`src/rtl/mem_port_arbiter_if.sv`:
```
// Bundle for the shared memory port.
// "slave" is the arbiter's view: requester and memory inputs come in, strobes and responses go out.
// "master" is the other side: the requesters plus the physical memory.
interface mem_port_arbiter_if;
    // I-side: instruction fetch, read-only
    logic        i_read;
    logic [15:0] i_address;
    logic        i_resp;
    logic [15:0] i_rdata;

    // D-side: load/store, with byte lanes
    logic        d_read;
    logic        d_write;
    logic [15:0] d_address;
    logic [15:0] d_wdata;
    logic [1:0]  d_byte_enable;
    logic        d_resp;
    logic [15:0] d_rdata;

    // Physical memory port
    logic        pmem_read;
    logic        pmem_write;
    logic [15:0] pmem_address;
    logic [15:0] pmem_wdata;
    logic [1:0]  pmem_byte_enable;
    logic        pmem_resp;
    logic [15:0] pmem_rdata;

    logic        busy;

    modport slave (
        input  i_read, i_address,
        input  d_read, d_write, d_address, d_wdata, d_byte_enable,
        input  pmem_resp, pmem_rdata,
        output i_resp, i_rdata, d_resp, d_rdata,
        output pmem_read, pmem_write, pmem_address, pmem_wdata, pmem_byte_enable,
        output busy
    );

    modport master (
        output i_read, i_address,
        output d_read, d_write, d_address, d_wdata, d_byte_enable,
        output pmem_resp, pmem_rdata,
        input  i_resp, i_rdata, d_resp, d_rdata,
        input  pmem_read, pmem_write, pmem_address, pmem_wdata, pmem_byte_enable,
        input  busy
    );
endinterface

```
`src/rtl/mem_port_arbiter.sv`:
```
// Arbiter that lets I-fetch and load/store share one physical memory port.
// Only one transaction is in flight at a time, and D-side has priority.
// A streak counter limits how long I-side can be starved: after D_MAX_CONSEC
// D grants in a row while I was waiting, the next grant goes to I.
module mem_port_arbiter #(
    parameter int D_MAX_CONSEC = 4   // legal range 1..15
) (
    input  logic             clk,
    input  logic             rst_n,
    mem_port_arbiter_if.slave bus
);

    typedef enum logic [1:0] {
        IDLE    = 2'd0,
        SERVE_I = 2'd1,
        SERVE_D = 2'd2
    } state_t;

    // Everything presented on the physical port, captured at grant time
    typedef struct packed {
        logic        read;
        logic        write;
        logic [15:0] address;
        logic [15:0] wdata;
        logic [1:0]  byte_enable;
    } pmem_req_t;

    localparam logic [3:0] STREAK_MAX = 4'(D_MAX_CONSEC);

    state_t    state, state_nxt;
    pmem_req_t req_q, req_nxt;
    logic [3:0] d_streak, d_streak_nxt;
    logic       busy_q, busy_nxt;
    logic       i_pend, d_pend;

    assign i_pend = bus.i_read;
    assign d_pend = bus.d_read | bus.d_write;

    // State, latched port request, streak counter and busy flag
    always_ff @(posedge clk or negedge rst_n) begin
        if (!rst_n) begin
            state    <= IDLE;
            req_q    <= '0;
            d_streak <= 4'd0;
            busy_q   <= 1'b0;
        end else begin
            state    <= state_nxt;
            req_q    <= req_nxt;
            d_streak <= d_streak_nxt;
            busy_q   <= busy_nxt;
        end
    end

    // Arbitration in IDLE, grant latch, and return to IDLE on completion
    always_comb begin
        state_nxt    = state;
        req_nxt      = req_q;
        d_streak_nxt = d_streak;
        busy_nxt     = busy_q;
        unique case (state)
            IDLE: begin
                // D wins unless I has been held off for the full streak
                if (d_pend && !(i_pend && d_streak >= STREAK_MAX)) begin
                    state_nxt           = SERVE_D;
                    busy_nxt            = 1'b1;
                    // a write takes precedence if both strobes are raised together
                    req_nxt.write       = bus.d_write;
                    req_nxt.read        = ~bus.d_write;
                    req_nxt.address     = bus.d_address;
                    req_nxt.wdata       = bus.d_wdata;
                    req_nxt.byte_enable = bus.d_byte_enable;
                    if (!i_pend)
                        d_streak_nxt = 4'd0;
                    else if (d_streak < STREAK_MAX)
                        d_streak_nxt = d_streak + 4'd1;
                end else if (i_pend) begin
                    state_nxt           = SERVE_I;
                    busy_nxt            = 1'b1;
                    req_nxt.read        = 1'b1;
                    req_nxt.write       = 1'b0;
                    req_nxt.address     = bus.i_address;
                    req_nxt.wdata       = bus.d_wdata;
                    req_nxt.byte_enable = 2'b11;
                    d_streak_nxt        = 4'd0;
                end
            end
            SERVE_I, SERVE_D: begin
                if (bus.pmem_resp) begin
                    state_nxt     = IDLE;
                    req_nxt.read  = 1'b0;
                    req_nxt.write = 1'b0;
                    busy_nxt      = 1'b0;
                end
            end
            default: state_nxt = IDLE;
        endcase
    end

    assign bus.pmem_read        = req_q.read;
    assign bus.pmem_write       = req_q.write;
    assign bus.pmem_address     = req_q.address;
    assign bus.pmem_wdata       = req_q.wdata;
    assign bus.pmem_byte_enable = req_q.byte_enable;
    assign bus.busy             = busy_q;

    // Responses are combinational off the memory completion; data is shared
    assign bus.i_resp  = bus.pmem_resp & (state == SERVE_I);
    assign bus.d_resp  = bus.pmem_resp & (state == SERVE_D);
    assign bus.i_rdata = bus.pmem_rdata;
    assign bus.d_rdata = bus.pmem_rdata;

endmodule
```
`src/flat_wrapper.sv`:
```
// flat-port wrapper written by rule: the top's interface ports become plain ports
module mem_port_arbiter_flat 
#(
    parameter int D_MAX_CONSEC = 4                       
)
  (clk, rst_n, bus_i_read, bus_i_address, bus_d_read, bus_d_write, bus_d_address, bus_d_wdata, bus_d_byte_enable, bus_pmem_resp, bus_pmem_rdata, bus_i_resp, bus_i_rdata, bus_d_resp, bus_d_rdata, bus_pmem_read, bus_pmem_write, bus_pmem_address, bus_pmem_wdata, bus_pmem_byte_enable, bus_busy);
  mem_port_arbiter_if bus_i ();
  input  logic clk;
  input  logic rst_n;
  input wire logic [$bits(bus_i.i_read)-1:0] bus_i_read;
  input wire logic [$bits(bus_i.i_address)-1:0] bus_i_address;
  input wire logic [$bits(bus_i.d_read)-1:0] bus_d_read;
  input wire logic [$bits(bus_i.d_write)-1:0] bus_d_write;
  input wire logic [$bits(bus_i.d_address)-1:0] bus_d_address;
  input wire logic [$bits(bus_i.d_wdata)-1:0] bus_d_wdata;
  input wire logic [$bits(bus_i.d_byte_enable)-1:0] bus_d_byte_enable;
  input wire logic [$bits(bus_i.pmem_resp)-1:0] bus_pmem_resp;
  input wire logic [$bits(bus_i.pmem_rdata)-1:0] bus_pmem_rdata;
  output wire logic [$bits(bus_i.i_resp)-1:0] bus_i_resp;
  output wire logic [$bits(bus_i.i_rdata)-1:0] bus_i_rdata;
  output wire logic [$bits(bus_i.d_resp)-1:0] bus_d_resp;
  output wire logic [$bits(bus_i.d_rdata)-1:0] bus_d_rdata;
  output wire logic [$bits(bus_i.pmem_read)-1:0] bus_pmem_read;
  output wire logic [$bits(bus_i.pmem_write)-1:0] bus_pmem_write;
  output wire logic [$bits(bus_i.pmem_address)-1:0] bus_pmem_address;
  output wire logic [$bits(bus_i.pmem_wdata)-1:0] bus_pmem_wdata;
  output wire logic [$bits(bus_i.pmem_byte_enable)-1:0] bus_pmem_byte_enable;
  output wire logic [$bits(bus_i.busy)-1:0] bus_busy;
  assign bus_i.i_read = bus_i_read;
  assign bus_i.i_address = bus_i_address;
  assign bus_i.d_read = bus_d_read;
  assign bus_i.d_write = bus_d_write;
  assign bus_i.d_address = bus_d_address;
  assign bus_i.d_wdata = bus_d_wdata;
  assign bus_i.d_byte_enable = bus_d_byte_enable;
  assign bus_i.pmem_resp = bus_pmem_resp;
  assign bus_i.pmem_rdata = bus_pmem_rdata;
  assign bus_i_resp = bus_i.i_resp;
  assign bus_i_rdata = bus_i.i_rdata;
  assign bus_d_resp = bus_i.d_resp;
  assign bus_d_rdata = bus_i.d_rdata;
  assign bus_pmem_read = bus_i.pmem_read;
  assign bus_pmem_write = bus_i.pmem_write;
  assign bus_pmem_address = bus_i.pmem_address;
  assign bus_pmem_wdata = bus_i.pmem_wdata;
  assign bus_pmem_byte_enable = bus_i.pmem_byte_enable;
  assign bus_busy = bus_i.busy;
  mem_port_arbiter #(.D_MAX_CONSEC(D_MAX_CONSEC)) u_core (.clk(clk), .rst_n(rst_n), .bus(bus_i));
endmodule
```
`config.mk`:
```
export PLATFORM = sky130hd
export DESIGN_NAME = mem_port_arbiter_flat
export DESIGN_NICKNAME = d
export VERILOG_FILES = /design/src/rtl/mem_port_arbiter_if.sv /design/src/rtl/mem_port_arbiter.sv /design/src/flat_wrapper.sv
export SDC_FILE = /design/constraint.sdc
export NUM_CORES = 1
export LEC_CHECK = 0
export CAP_MARGIN = 30
export CORE_MARGIN = 4
export CORE_UTILIZATION = 36
export DETAILED_ROUTE_END_ITERATION = 8
export GPL_TIMING_DRIVEN = 0
export PLACE_DENSITY = 0.81
export RECOVER_POWER = 50
export SLEW_MARGIN = 5
export SYNTH_ARGS = -nofsm -noshare
export SYNTH_HDL_FRONTEND = slang
export SYNTH_SLANG_ARGS = --single-unit
```
`constraint.sdc`:
```
create_clock -name clk -period 1.8 [get_ports clk]
set_input_delay 0.27 -clock clk [delete_from_list [all_inputs] [get_ports clk]]
set_output_delay 0.27 -clock clk [all_outputs]
set_load 0.02 [all_outputs]
```
# After elaboration in Yosys (flattened, before gate mapping)
# Index checks and enable logic that the tools add are counted.
word_totals:
  output_inout_bits: 71
  input_bits: 72
  ff_bits: 43
  word_cells: 46
op_classes:
  bitwise: 4
  n_reduce_logical: 11
  n_addsub: 1
  magnitude_cmp: 2
  muxes: 15
  eq_ne: 5
op_table:
  columns: ["op", "count"]
  rows:
  - ["$mux 36", 2]
  - ["$mux 4", 4]
  - ["$pmux 2 s2", 2]
  - ["$mux 2", 3]
  - ["$reduce_and 3->1", 2]
  - ["$add 4x1->4 const B", 1]
  - ["$ge 4x3->1 const B", 1]
  - ["$lt 4x3->1 const B", 1]
  - ["$reduce_and 2->1", 2]
  - ["$reduce_bool 2->1", 2]
  - ["$mux 1", 3]
  - ["$ne 3x2->1 const B", 1]
  - ["$ne 3x3->1 const B", 1]
  - ["$and 1x1->1", 2]
  - ["$eq 2x1->1 const B", 1]
  - ["$eq 2x2->1 const B", 1]
  - ["$logic_and 1x1->1", 2]
  - ["$logic_not 2->1", 1]
  - ["$ne 2x2->1 const B", 1]
  - ["$pmux 1 s2", 1]
  - ["$reduce_or 2->1", 1]
  - ["$logic_not 1->1", 1]
  - ["$not 1->1", 1]
  - ["$or 1x1->1", 1]

# Logic depth before layout (Yosys ltp)
depth:
  depth_word: 6
  mapped_depth: 6
  ltp_nobuf: 5

# Worst setup path before layout
# Ideal clock, no wire load.
synth_timing:
  path_type: "flip-flop to flip-flop"
  start: "reg u_core.state[0]"
  end: "reg u_core.req_q (netlist bit u_core.bus.pmem_address[10])"
  period_less_slack_ps: 1540
  t_arrival_ps: 1414
  setup_slack_ps: 260
  stages_incl_launch_ff: 7
  path_buffers: 1
  cell_sequence: "dfrtp_1 -> inv_1 -> ha_1 -> o21a_1 -> buf_6 -> and3_1 -> a221o_1"
synth_between:
  elab_chain_cells: 2
synth_lines:
  columns: ["element", "line", "rtl"]
  rows:
  - ["from (decl)", "mem_port_arbiter.sv:30", "state_t state, state_nxt;"]
  - ["from (signal assigned)", "mem_port_arbiter.sv:47", "state <= state_nxt;"]
  - ["$logic_not 2->1", "mem_port_arbiter.sv:60", "unique case (state)"]
  - ["$reduce_and 2->1 (no line)", null, null]
  - ["to (signal assigned)", "mem_port_arbiter.sv:48", "req_q <= req_nxt;"]
  - ["to (decl)", "mem_port_arbiter.sv:31", "pmem_req_t req_q, req_nxt;"]
# Every way passes these cells.
# A chain may end at the register's enable or synchronous reset.

# Worst setup path in the final report
layout_timing:
  start: "reg u_core.state[0]"
  end: "out bus_d_resp"
layout_between:
  elab_chain_cells: 2
layout_lines:
  columns: ["element", "line", "rtl"]
  rows:
  - ["$eq 2x2->1", "mem_port_arbiter.sv:108", "assign bus.d_resp = bus.pmem_resp & (state == SERVE_D);"]
  - ["$and 1x1->1", "mem_port_arbiter.sv:108", null]
  - ["to (decl)", "flat_wrapper.sv:21", "output wire logic [$bits(bus_i.d_resp)-1:0] bus_d_resp;"]
# Every way passes these cells.

==> summary.md <==
| Metric | Value |
|---|---|
| Outcome | finished clean |
| Post-Synth Adder-Cell Area | 0.0291 |
| Main synth FF type | dfrtp_1 |
| Post-synthesis mux area share | 0 |
| Routed Wire Length | 6.20 mm |
| Tot Pwr | 5.16 mW |
| Ys async rst share | 1.00 |
| XOR/XNOR share of the synthesized area | 0 |
| Starting Density | 0.382 |
| End of the critical path | bus_d_resp |
| HP Start | bus_i_read |
| Die ar. | between 7000 and 8000 sq um |
| GPL Wtd Cong | 0.804 |
| Max IR drop VDD | 0.000765 V |
| Period minus WS final | between 1500 and 2000 ps |
| Distinct cells, synth | 31 |
| H-tree lvl count | 2 |
| Lkg Pwr | between 1.5 and 2 nW |
| Tcrit/Tclk final | 0.942 |
| Met2 Use GR | 0.287 |
| Setup Viol. Count Final | 0 |
| Compound-cell area share of the yosys netlist | 0.141 |
| Worst Setup End Kind | output port |
| Nets | 421 |
| Worst R2R Path Depth | 5 |
| Fmax | 590 MHz |
| Vias in the first global route | 2,056 |
| Share of layout cells above drive strength 1 | 0.159 |
| TritonRoute pass-1 iters | 4 |
| Global-route wire length before repair | 10.2 mm |
| CTS Root Cell | clkbuf_8 |
| Die Span Y | ~85 um |
| Worst Tran Pin Value | between 1000 and 1500 ps |
| Crit. Startpoint | u_core.state[0]$_DFFE_PN0P_ |
| Register area share after synthesis | 0.500 |
| Slew Limit Fails | 0 |
| Largest family of logic cells by synthesized area | simple AND/OR/NAND/NOR gates |
| Layout Cells excl Fill | 417 |
| Placed Cells | between 400 and 500 |
| Initial antenna violation count | 0 |
| Crit-path max FO | 4 |
| CTS Buffer Depth | 2 |
| Worst-Skew Late Latency | 290 ps |
| Post-Syn Nets | 287 |
| Global routing's busiest layer | met2 |
| Ys Warns | 0 |
| TritonCTS Buffers | 5 |
| Area Growth Syn to Fin | 67.6% |
| CTS tree | done |
| Simple-gate portion of the synthesized area | 0.188 |
| N_diodes | 0 |
| Power Dens Cells | around 1400 nW/um^2 |
| DR DRC count | 0 |
| Syn Inst Count | 210 |
| Final Hold Fails | 0 |
| Total clock sinks | 43 |
| Core Rows | 27 |
| Post-DP HPWL | roughly 4.9 mm |
| Via count | 1,982 |
| Max cap viols | 0 |
| IO Pins | roughly 140 |
| GRT Total Usage | 0.172 |
| Number of port buffers | 125 |
| Met1 Use GR | 0.222 |
| CP Class | flop to output port |
| Worst path arrival time | approximately 1400 ps |
| Unrepaired setup endpoints after global routing | false |
| Largest net degree at the start of global routing | 26 |
| Initial DRC Count | 83 |
| Synthesized flop and latch total | 43 |
| Worst R2R Setup Slack | 170 ps |
| CP required | 1530 ps |
| # fillers | between 400 and 500 |
| GRT met3 Usage | 0.0476 |
| CP Launch Type | flop |
| Worst-path clk slew | 80 ps |
| Setup TNS Final | 0 ps |
| Core Area | 5640 sq um |
| DRT antenna net count | 0 |
| RR Endpoint | u_core.bus.pmem_address[10]$_DFFE_PN0P_ |
| Slew margin rel. | 0.247 |
| Worst hold path class | input port to flop |
| Vias per inst | ~4.8 |
| Mapped cell area | 2150 sq um |
| Routed len/inst | 14.9 um |
| Worst reg2reg path startpoint | u_core.state[1]$_DFFE_PN0P_ |
| Die X | between 80 and 90 um |
| Count of flip-flops with a built-in enable after synthesis | 0 |
| Synthesized area per cell | 10.3 sq um |
| Overflow after GRT | 0 |
| Clock skew after layout | 5.71 ps |
## metal layers
metal,share of wire,up-vias
met1,0.42,942
li1,-,960
met4,0.0024,0
met5,0,-
met3,0.072,2
met2,0.50,78
## through the flow
| stage | area [sq um] | worst slack (ps) | utilization | hold slack [ps] |
|---|---|---|---|---|
| 5_1_grt | 3610 | 11.6 | 0.640 | 312 |
| 3_3_place_gp | 3490 | -707 | 0.619 | 458 |
| 3_5_place_dp | 3510 | -169 | 0.622 | 257 |
| 4_1_cts | 3600 | 12.2 | 0.639 | 296 |
| 2_1_floorplan | 2150 | 260 | - | -25.6 |
| 6_report | 3610 | 105 | 0.640 | 309 |
## flip-flops by register name, summed over array words and instances, names as in the netlist
signal / count
u_core.bus.pmem_byte_enable: 2
u_core.bus.busy: 1
u_core.d_streak: 4
u_core.bus.pmem_write: 1
u_core.bus.pmem_address: 16
u_core.state: 2
u_core.bus.pmem_wdata: 16
u_core.bus.pmem_read: 1
## worst min path at each step
stage | to | slack [ps] | cells past startpoint
finish | u_core.d_streak[2]$_DFFE_PN0P_ | 310 | 3
detailed placement | u_core.bus.pmem_address[15]$_DFFE_PN0P_ | 260 | 1
global placement | u_core.bus.pmem_wdata[6]$_DFFE_PN0P_ | 460 | 2
global route | u_core.d_streak[2]$_DFFE_PN0P_ | 310 | 3
CTS | u_core.d_streak[2]$_DFFE_PN0P_ | 300 | 3
floorplan | u_core.bus.busy$_DFFE_PN0P_ | -30 | 0
## cell families after synthesis
family          after synthesis
fa+ha+maj                     5
flops                        43
buf+inv                      43
simple gates                 85
compound gates               34
## report_power, final
part / internal (mW) / total, mW / switching, mW
combinational: 1.42 / 2.90 / 1.48
sequential: 1.42 / 1.67 / 0.255
clock: 0.271 / 0.594 / 0.323
total: 3.11 / 5.16 / 2.05
## cell usage in the layout, fill, tap and decap left out, types with 3 or more instances in the layout
cell and instances:
buf_2 5, and2_1 4, ha_1 4, clkbuf_1 3, clkbuf_8 5, and3_1 16, nand2_1 54, dfrtp_1 43
dlygate4sd3_1 34, clkdlybuf4s50_1 89, a221o_1 16, buf_4 33, o21ai_1 4
## layout make-up
class                   count  area, sq um  share of cell area
plain buffers              41          299              0.0829
clock buffers               6         72.6              0.0201
clock inverters             2         12.5             0.00347
inverters                   2         7.51             0.00208
multi-input cells         124          778               0.216
flip-flops and latches     43         1080               0.298
well taps                  72         90.1              0.0250
repair buffers            127         1270               0.353
## cells in the mapped netlist (2+ instances only)
cell type | instances | share of area
ha_1 | 5 | 0.029
a21oi_1 | 2 | 0.0046
buf_6 | 2 | 0.010
nand2_1 | 54 | 0.094
o22a_1 | 2 | 0.0081
buf_4 | 33 | 0.12
and2_1 | 4 | 0.012
o21ai_1 | 5 | 0.012
a221o_1 | 16 | 0.074
dfrtp_1 | 43 | 0.50
buf_2 | 5 | 0.012
and3_1 | 16 | 0.046
nand4_1 | 2 | 0.0058
inv_1 | 2 | 0.0035
o31ai_1 | 2 | 0.0070
nand2b_1 | 2 | 0.0058
## repair_timing
item	in CTS	in global routing
cloned	0	0
hold buffers	1	0
buffers inserted	0	0
endpoints found under the hold margin	18	0
setup endpoints to repair	2	12
gates resized for setup	2	3
## worst max-delay path, cell delays in order, from the launching register on
cell and delay, ps:
dfrtp_1 400, inv_1 80, ha_1 200, and2_1 150
dlygate4sd2_1 310
Note: power is estimated with default switching activity, not from simulation.
